File: config.mk
export PLATFORM = sky130hd
export DESIGN_NAME = multicycle_controller
export DESIGN_NICKNAME = d
export VERILOG_FILES = /design/src/rtl/riscv_pkg.sv /design/src/rtl/alu_decoder.sv /design/src/rtl/multicycle_controller.sv
export SDC_FILE = /design/constraint.sdc
export NUM_CORES = 1
export LEC_CHECK = 0
export CORE_UTILIZATION = 35
export DETAILED_ROUTE_END_ITERATION = 12
export GPL_TIMING_DRIVEN = 1
export PLACE_DENSITY = 0.8
export SLEW_MARGIN = 30
export SYNTH_ARGS = -nofsm -noshare
export SYNTH_HDL_FRONTEND = slang
export SYNTH_SLANG_ARGS = --single-unit
File: constraint.sdc
create_clock -name i_clk -period 3.5 [get_ports i_clk]
set_input_delay 0.525 -clock i_clk [delete_from_list [all_inputs] [get_ports i_clk]]
set_output_delay 0.525 -clock i_clk [all_outputs]
set_load 0.02 [all_outputs]
File: src/rtl/riscv_pkg.sv
// Shared RISC-V control definitions: opcodes, ALU codes, select encodings and
// the multicycle controller state encoding.
package riscv_pkg;

    localparam logic [6:0] OP_LW  = 7'b0000011;
    localparam logic [6:0] OP_SW  = 7'b0100011;
    localparam logic [6:0] OP_R   = 7'b0110011;
    localparam logic [6:0] OP_I   = 7'b0010011;
    localparam logic [6:0] OP_JAL = 7'b1101111;
    localparam logic [6:0] OP_BEQ = 7'b1100011;

    localparam logic [2:0] ALU_ADD = 3'b000;
    localparam logic [2:0] ALU_SUB = 3'b001;
    localparam logic [2:0] ALU_AND = 3'b010;
    localparam logic [2:0] ALU_OR  = 3'b011;
    localparam logic [2:0] ALU_SLT = 3'b101;
    localparam logic [2:0] ALU_NOP = 3'b111;

    localparam logic [1:0] ALUOP_ADD   = 2'b00;
    localparam logic [1:0] ALUOP_SUB   = 2'b01;
    localparam logic [1:0] ALUOP_FUNCT = 2'b10;

    localparam logic [1:0] RES_ALUOUT    = 2'b00;
    localparam logic [1:0] RES_DATA      = 2'b01;
    localparam logic [1:0] RES_ALURESULT = 2'b10;

    localparam logic [1:0] SRCA_PC    = 2'b00;
    localparam logic [1:0] SRCA_OLDPC = 2'b01;
    localparam logic [1:0] SRCA_RS1   = 2'b10;

    localparam logic [1:0] SRCB_RS2  = 2'b00;
    localparam logic [1:0] SRCB_IMM  = 2'b01;
    localparam logic [1:0] SRCB_FOUR = 2'b10;

    localparam logic [1:0] IMM_I = 2'b00;
    localparam logic [1:0] IMM_S = 2'b01;
    localparam logic [1:0] IMM_B = 2'b10;
    localparam logic [1:0] IMM_J = 2'b11;

    typedef enum logic [3:0] {
        S_FETCH    = 4'd0,
        S_DECODE   = 4'd1,
        S_MEMADR   = 4'd2,
        S_MEMREAD  = 4'd3,
        S_MEMWB    = 4'd4,
        S_MEMWRITE = 4'd5,
        S_EXECUTER = 4'd6,
        S_EXECUTEI = 4'd7,
        S_ALUWB    = 4'd8,
        S_JAL      = 4'd9,
        S_BEQ      = 4'd10
    } mc_state_t;

    // Immediate format implied by the opcode alone.
    function automatic logic [1:0] imm_src_of(input logic [6:0] op);
        logic [1:0] imm;
        case (op)
            OP_SW:   imm = IMM_S;
            OP_BEQ:  imm = IMM_B;
            OP_JAL:  imm = IMM_J;
            default: imm = IMM_I;
        endcase
        return imm;
    endfunction

endpackage

File: src/rtl/alu_decoder.sv
// ALU operation decoder shared by the single-cycle and multicycle controllers:
// maps ALUOp plus instruction fields to the ALU's 3-bit operation code.
module alu_decoder
    import riscv_pkg::*;
(
    input  logic [1:0] i_ALUOp,
    input  logic [2:0] i_funct3,
    input  logic       i_op5,
    input  logic       i_funct7b5,
    output logic [2:0] o_ALUControl
);

    // ALUOp selects a fixed add/sub or a funct3-driven operation.
    always_comb begin
        o_ALUControl = ALU_ADD;
        case (i_ALUOp)
            ALUOP_ADD: o_ALUControl = ALU_ADD;
            ALUOP_SUB: o_ALUControl = ALU_SUB;
            ALUOP_FUNCT: begin
                case (i_funct3)
                    // Only R-type with funct7b5 subtracts; addi keeps add.
                    3'b000:  o_ALUControl = (i_op5 & i_funct7b5) ? ALU_SUB : ALU_ADD;
                    3'b010:  o_ALUControl = ALU_SLT;
                    3'b110:  o_ALUControl = ALU_OR;
                    3'b111:  o_ALUControl = ALU_AND;
                    default: o_ALUControl = ALU_NOP;
                endcase
            end
            default: o_ALUControl = ALU_ADD;
        endcase
    end

endmodule

File: src/rtl/multicycle_controller.sv
// Moore FSM main controller for the multicycle RISC-V datapath: sequences each
// instruction and drives every datapath enable and mux select.
module multicycle_controller
    import riscv_pkg::*;
(
    input  logic       i_clk,
    input  logic       i_rst,
    input  logic [6:0] i_op,
    input  logic [2:0] i_funct3,
    input  logic       i_funct7b5,
    input  logic       i_Zero,
    output logic       o_PCWrite,
    output logic       o_AdrSrc,
    output logic       o_MemWrite,
    output logic       o_IRWrite,
    output logic       o_RegWrite,
    output logic [1:0] o_ResultSrc,
    output logic [1:0] o_ALUSrcA,
    output logic [1:0] o_ALUSrcB,
    output logic [1:0] o_ImmSrc,
    output logic [2:0] o_ALUControl
);

    mc_state_t  r_state;
    mc_state_t  w_next_state;
    logic       w_PCUpdate;
    logic       w_Branch;
    logic       w_MemWrite;
    logic       w_IRWrite;
    logic       w_RegWrite;
    logic [1:0] w_ALUOp;

    // State register; reset returns to FETCH from any state.
    always_ff @(posedge i_clk) begin
        if (i_rst) begin
            r_state <= S_FETCH;
        end else begin
            r_state <= w_next_state;
        end
    end

    // Next-state and per-state Moore outputs.
    always_comb begin
        w_next_state = S_FETCH;
        w_PCUpdate   = 1'b0;
        w_Branch     = 1'b0;
        w_MemWrite   = 1'b0;
        w_IRWrite    = 1'b0;
        w_RegWrite   = 1'b0;
        w_ALUOp      = ALUOP_ADD;
        o_AdrSrc     = 1'b0;
        o_ResultSrc  = RES_ALUOUT;
        o_ALUSrcA    = SRCA_PC;
        o_ALUSrcB    = SRCB_RS2;
        case (r_state)
            S_FETCH: begin
                w_next_state = S_DECODE;
                w_IRWrite    = 1'b1;
                w_PCUpdate   = 1'b1;
                o_ALUSrcB    = SRCB_FOUR;
                o_ResultSrc  = RES_ALURESULT;
            end
            S_DECODE: begin
                o_ALUSrcA = SRCA_OLDPC;
                o_ALUSrcB = SRCB_IMM;
                case (i_op)
                    OP_LW, OP_SW: w_next_state = S_MEMADR;
                    OP_R:         w_next_state = S_EXECUTER;
                    OP_I:         w_next_state = S_EXECUTEI;
                    OP_JAL:       w_next_state = S_JAL;
                    OP_BEQ:       w_next_state = S_BEQ;
                    default:      w_next_state = S_FETCH;
                endcase
            end
            S_MEMADR: begin
                w_next_state = (i_op == OP_LW) ? S_MEMREAD : S_MEMWRITE;
                o_ALUSrcA    = SRCA_RS1;
                o_ALUSrcB    = SRCB_IMM;
            end
            S_MEMREAD: begin
                w_next_state = S_MEMWB;
                o_AdrSrc     = 1'b1;
            end
            S_MEMWB: begin
                w_next_state = S_FETCH;
                o_ResultSrc  = RES_DATA;
                w_RegWrite   = 1'b1;
            end
            S_MEMWRITE: begin
                w_next_state = S_FETCH;
                o_AdrSrc     = 1'b1;
                w_MemWrite   = 1'b1;
            end
            S_EXECUTER: begin
                w_next_state = S_ALUWB;
                o_ALUSrcA    = SRCA_RS1;
                w_ALUOp      = ALUOP_FUNCT;
            end
            S_EXECUTEI: begin
                w_next_state = S_ALUWB;
                o_ALUSrcA    = SRCA_RS1;
                o_ALUSrcB    = SRCB_IMM;
                w_ALUOp      = ALUOP_FUNCT;
            end
            S_ALUWB: begin
                w_next_state = S_FETCH;
                w_RegWrite   = 1'b1;
            end
            S_JAL: begin
                w_next_state = S_ALUWB;
                o_ALUSrcA    = SRCA_OLDPC;
                o_ALUSrcB    = SRCB_FOUR;
                w_PCUpdate   = 1'b1;
            end
            S_BEQ: begin
                w_next_state = S_FETCH;
                o_ALUSrcA    = SRCA_RS1;
                w_ALUOp      = ALUOP_SUB;
                w_Branch     = 1'b1;
            end
            default: begin
                w_next_state = S_FETCH;
            end
        endcase
    end

    // Write strobes are held off for as long as reset is asserted.
    assign o_PCWrite  = ~i_rst & (w_PCUpdate | (w_Branch & i_Zero));
    assign o_IRWrite  = ~i_rst & w_IRWrite;
    assign o_MemWrite = ~i_rst & w_MemWrite;
    assign o_RegWrite = ~i_rst & w_RegWrite;
    assign o_ImmSrc   = imm_src_of(i_op);

    alu_decoder u_alu_decoder (
        .i_ALUOp      (w_ALUOp),
        .i_funct3     (i_funct3),
        .i_op5        (i_op[5]),
        .i_funct7b5   (i_funct7b5),
        .o_ALUControl (o_ALUControl)
    );

endmodule
==> qor.txt <==
Reg2reg start - r_state[0]$_SDFF_PP0_
WL per Instance - 11.6 µm
Via density - 5.50
Cells after Synth - 72
DRT iter0 DRCs - 10
Area growth, synth to finish - 54.3%
Remaining Overflow, GRT - 0
Skew-Pair Late Insertion Delay - 0.24 ns
Max_cap viols - 0
EDFF count, synth - 0
Synth Flop Type - dfxtp_1
Peak Freq - 357 MHz
Mapped Nets - 88
CP Buf/Inv Count - 3
WHS Endpoint - r_state[0]$_SDFF_PP0_
Static leakage - 0.000317 µW
DIE AREA - 0.00174 mm²
Worst Max-Slew Pin Slew - 0.500 ns
Dpl cells - 112
Slew HR - 66.6%
Synth top area cells - dfxtp_1 15%, and4bb_2 6.8%, a21oi_1 5.5%
Hold bufs inserted after CTS - 0
Largest net degree at the start of global routing - 17
Crit-path cells - and2b_1 -> nand2_1 -> inv_1 -> ha_1 -> inv_1 -> a211oi_1 -> clkdlybuf4s50_1
Hold depth - 1
Total CTS buffers - 3
Critical path launch point type - flop
Crit path kind - reg2out
PortBufs - 29
Antenna violations before repair - 0
Mapped cell area - 551 µm²
Floorplan Core Area - 0.00138 mm²
CTS resizes - 0
Status - complete, no violations
Req. time, crit path - 2.97 ns
Clock period minus worst slack - 2.80 ns
Antenna Diode Count - 0
Number of flip-flops in the largest register - 4
CP delay by family, top - buffers and inverters
CP max stage delay - 0.64 ns
Most flop-heavy register - r_state
Sequential fraction of the synthesis area - 14.5%
CTS tree - built
Gr usage total - 16.3%
Setup bufs post-CTS - 0
Clk sink count - 4
DR pass1 iterations - 4
Async SR Flop Fraction - 0%
Die Span X - 41.7 µm
Reg2reg path depth - 3
Worst R2R Setup Slack - 2.13 ns
Post-route insts no fill - 115
DR vias - 632
Fin Clk Skew - 0.00246 ns
R2R Path End - r_state[3]$_SDFF_PP0_
Die height - 41.7 µm
CP Capture Type - output pin
Top cell type by total area after synthesis - dfxtp_1
Max Fanout on Critical Path - 13
Share of layout cells above drive strength 1 - 9.00%
Initial Util - 39.8%
Largest regs - r_state (4)
Worst path slowest cell - clkdlybuf4s50_1
First-pass GRT wire length - 2.24 mm
Drc violations - 0
Post-detail-place hpwl - 1.04 mm
Max-slew violations - 0
Maximum VDD drop - 184 µV
Worst Hold Class - reg2reg
Most frequent cells after synthesis - 6 x a21oi_1, 6 x inv_1, 5 x nor2_1, 5 x nor3_1
H-tree levels - 1
Tcrit/Tclk final - 80.1%
Routed WL - 1.33 mm
GP Congestion - 0.735
CTS clk-pin slew, worst paths - 0.04 ns
FP Rows - 13
Boundary pin count - 30
RSZ-0062 raised after global routing - false
Synth top area share - 14.5%
Yosys cell types - 32
Fin nets - 118
Buffer depth of the longest clock path - 2
Hold Startpoint - r_state[0]$_SDFF_PP0_
Arrival @ worst endpoint - 2.28 ns
Power Dens Cells - 198 mW/mm²
Root buf cell - clkbuf_4
Fin. Hold Viols - 0
Setup TNS - 0 ns
Post-route ant nets - 0
Worst Setup SP - r_state[2]$_SDFF_PP0_
CP dominant cell by count - inv_1
Seq cells post-synth - 4
# setup viols final - 0
Filler cells - 128
Vias in the first global route - 521
Ys Warns - 0
Avg Inst Size Synth - 7.65 µm²
-- worst max-delay path by stage --
| stage | end | slack, ns | depth (start not counted) |
|---|---|---|---|
| final | o_ALUControl[2] | 0.70 | 7 |
| after global routing | o_ALUControl[2] | 0.53 | 7 |
| after CTS | o_ALUControl[2] | 0.69 | 7 |
| after detailed placement | o_ImmSrc[0] | 0.78 | 5 |
| after global placement | o_ImmSrc[0] | 0.76 | 5 |
| after floorplan | o_ALUControl[2] | 1.49 | 6 |
-- worst register-to-register path: cells and delay by family, from the launching register on --
| family | cells | cell delay (ns) |
|---|---|---|
| DFF | 1 | 0.60 |
| and+or+nand+nor | 2 | 0.43 |
| AOI/OAI and AO/OA | 1 | 0.26 |
-- placed cells by master, fill, tap and decap left out --
cell type,instances
a2111o_1,1
a211oi_1,1
a21bo_1,1
a21oi_1,6
a221oi_2,1
a31oi_1,2
and2_1,2
and2b_1,1
and4b_1,1
and4bb_2,3
clkbuf_4,3
clkdlybuf4s50_1,29
dfxtp_1,4
ha_1,2
inv_1,6
nand2_1,2
nand2b_1,4
nand3_1,2
nand4_1,2
nand4b_1,2
nor2_1,5
nor3_1,5
nor3_2,1
nor3b_1,2
nor4_1,3
o211a_1,1
o21a_1,1
or2_1,1
or3_1,1
or3_4,1
xnor2_1,3
xor2_1,1
-- per-stage QoR --
step / area [µm²] / hold WS (ns) / power, µW / utilization, % / setup WS [ns]
floorplan: 551 / 0.581 / 76.7 / - / 1.49
global placement: 827 / 0.665 / 110 / 59.8 / 0.763
detailed placement: 827 / 0.666 / 111 / 59.8 / 0.776
CTS: 850 / 0.675 / 168 / 61.4 / 0.688
global route: 850 / 0.747 / 179 / 61.4 / 0.529
finish: 850 / 0.668 / 168 / 61.4 / 0.696
-- kinds of logic (layout without fill, tap and decap cells) --
kind of cell | after synthesis | after routing | synth area share (%)
adder cells (fa/ha/maj) | 2 | 2 | 4.54
buffers and inverters | 10 | 38 | 10.0
XOR/XNOR | 4 | 4 | 6.36
flip-flops | 4 | 4 | 14.5
AND/OR/NAND/NOR | 38 | 38 | 45.7
AO/OA/AOI/OAI | 14 | 14 | 18.9
-- layout make-up --
type / count / area (µm²) / area share [%]
Inverter: 6 / 22.5 / 2.65
Tap cell: 15 / 18.8 / 2.21
Multi-Input combinational cell: 58 / 415 / 48.9
Sequential cell: 4 / 80.1 / 9.43
Clock buffer: 3 / 22.5 / 2.65
Timing Repair Buffer: 29 / 290 / 34.2
-- routing by layer --
layer  routed length [µm]  part of all wire (%)  global-route usage (%)  up-vias
li1                     -                     -                       -      323
met1                  629                    47                    22.0      290
met3                   66                   5.0                    5.22        2
met5                    0                     0                       0        -
met2                  625                    47                    24.1       17
met4                   10                  0.75                    5.81        0
-- where the power goes --
part	switching (µW)	internal, µW	leakage, µW
combinational	25.9	33.1	0.000270
clock	19.5	38.4	0.0000138
sequential	4.07	46.9	0.0000326
total	49.5	118	0.000317
No activity file was read; power rests on OpenSTA's default activity.
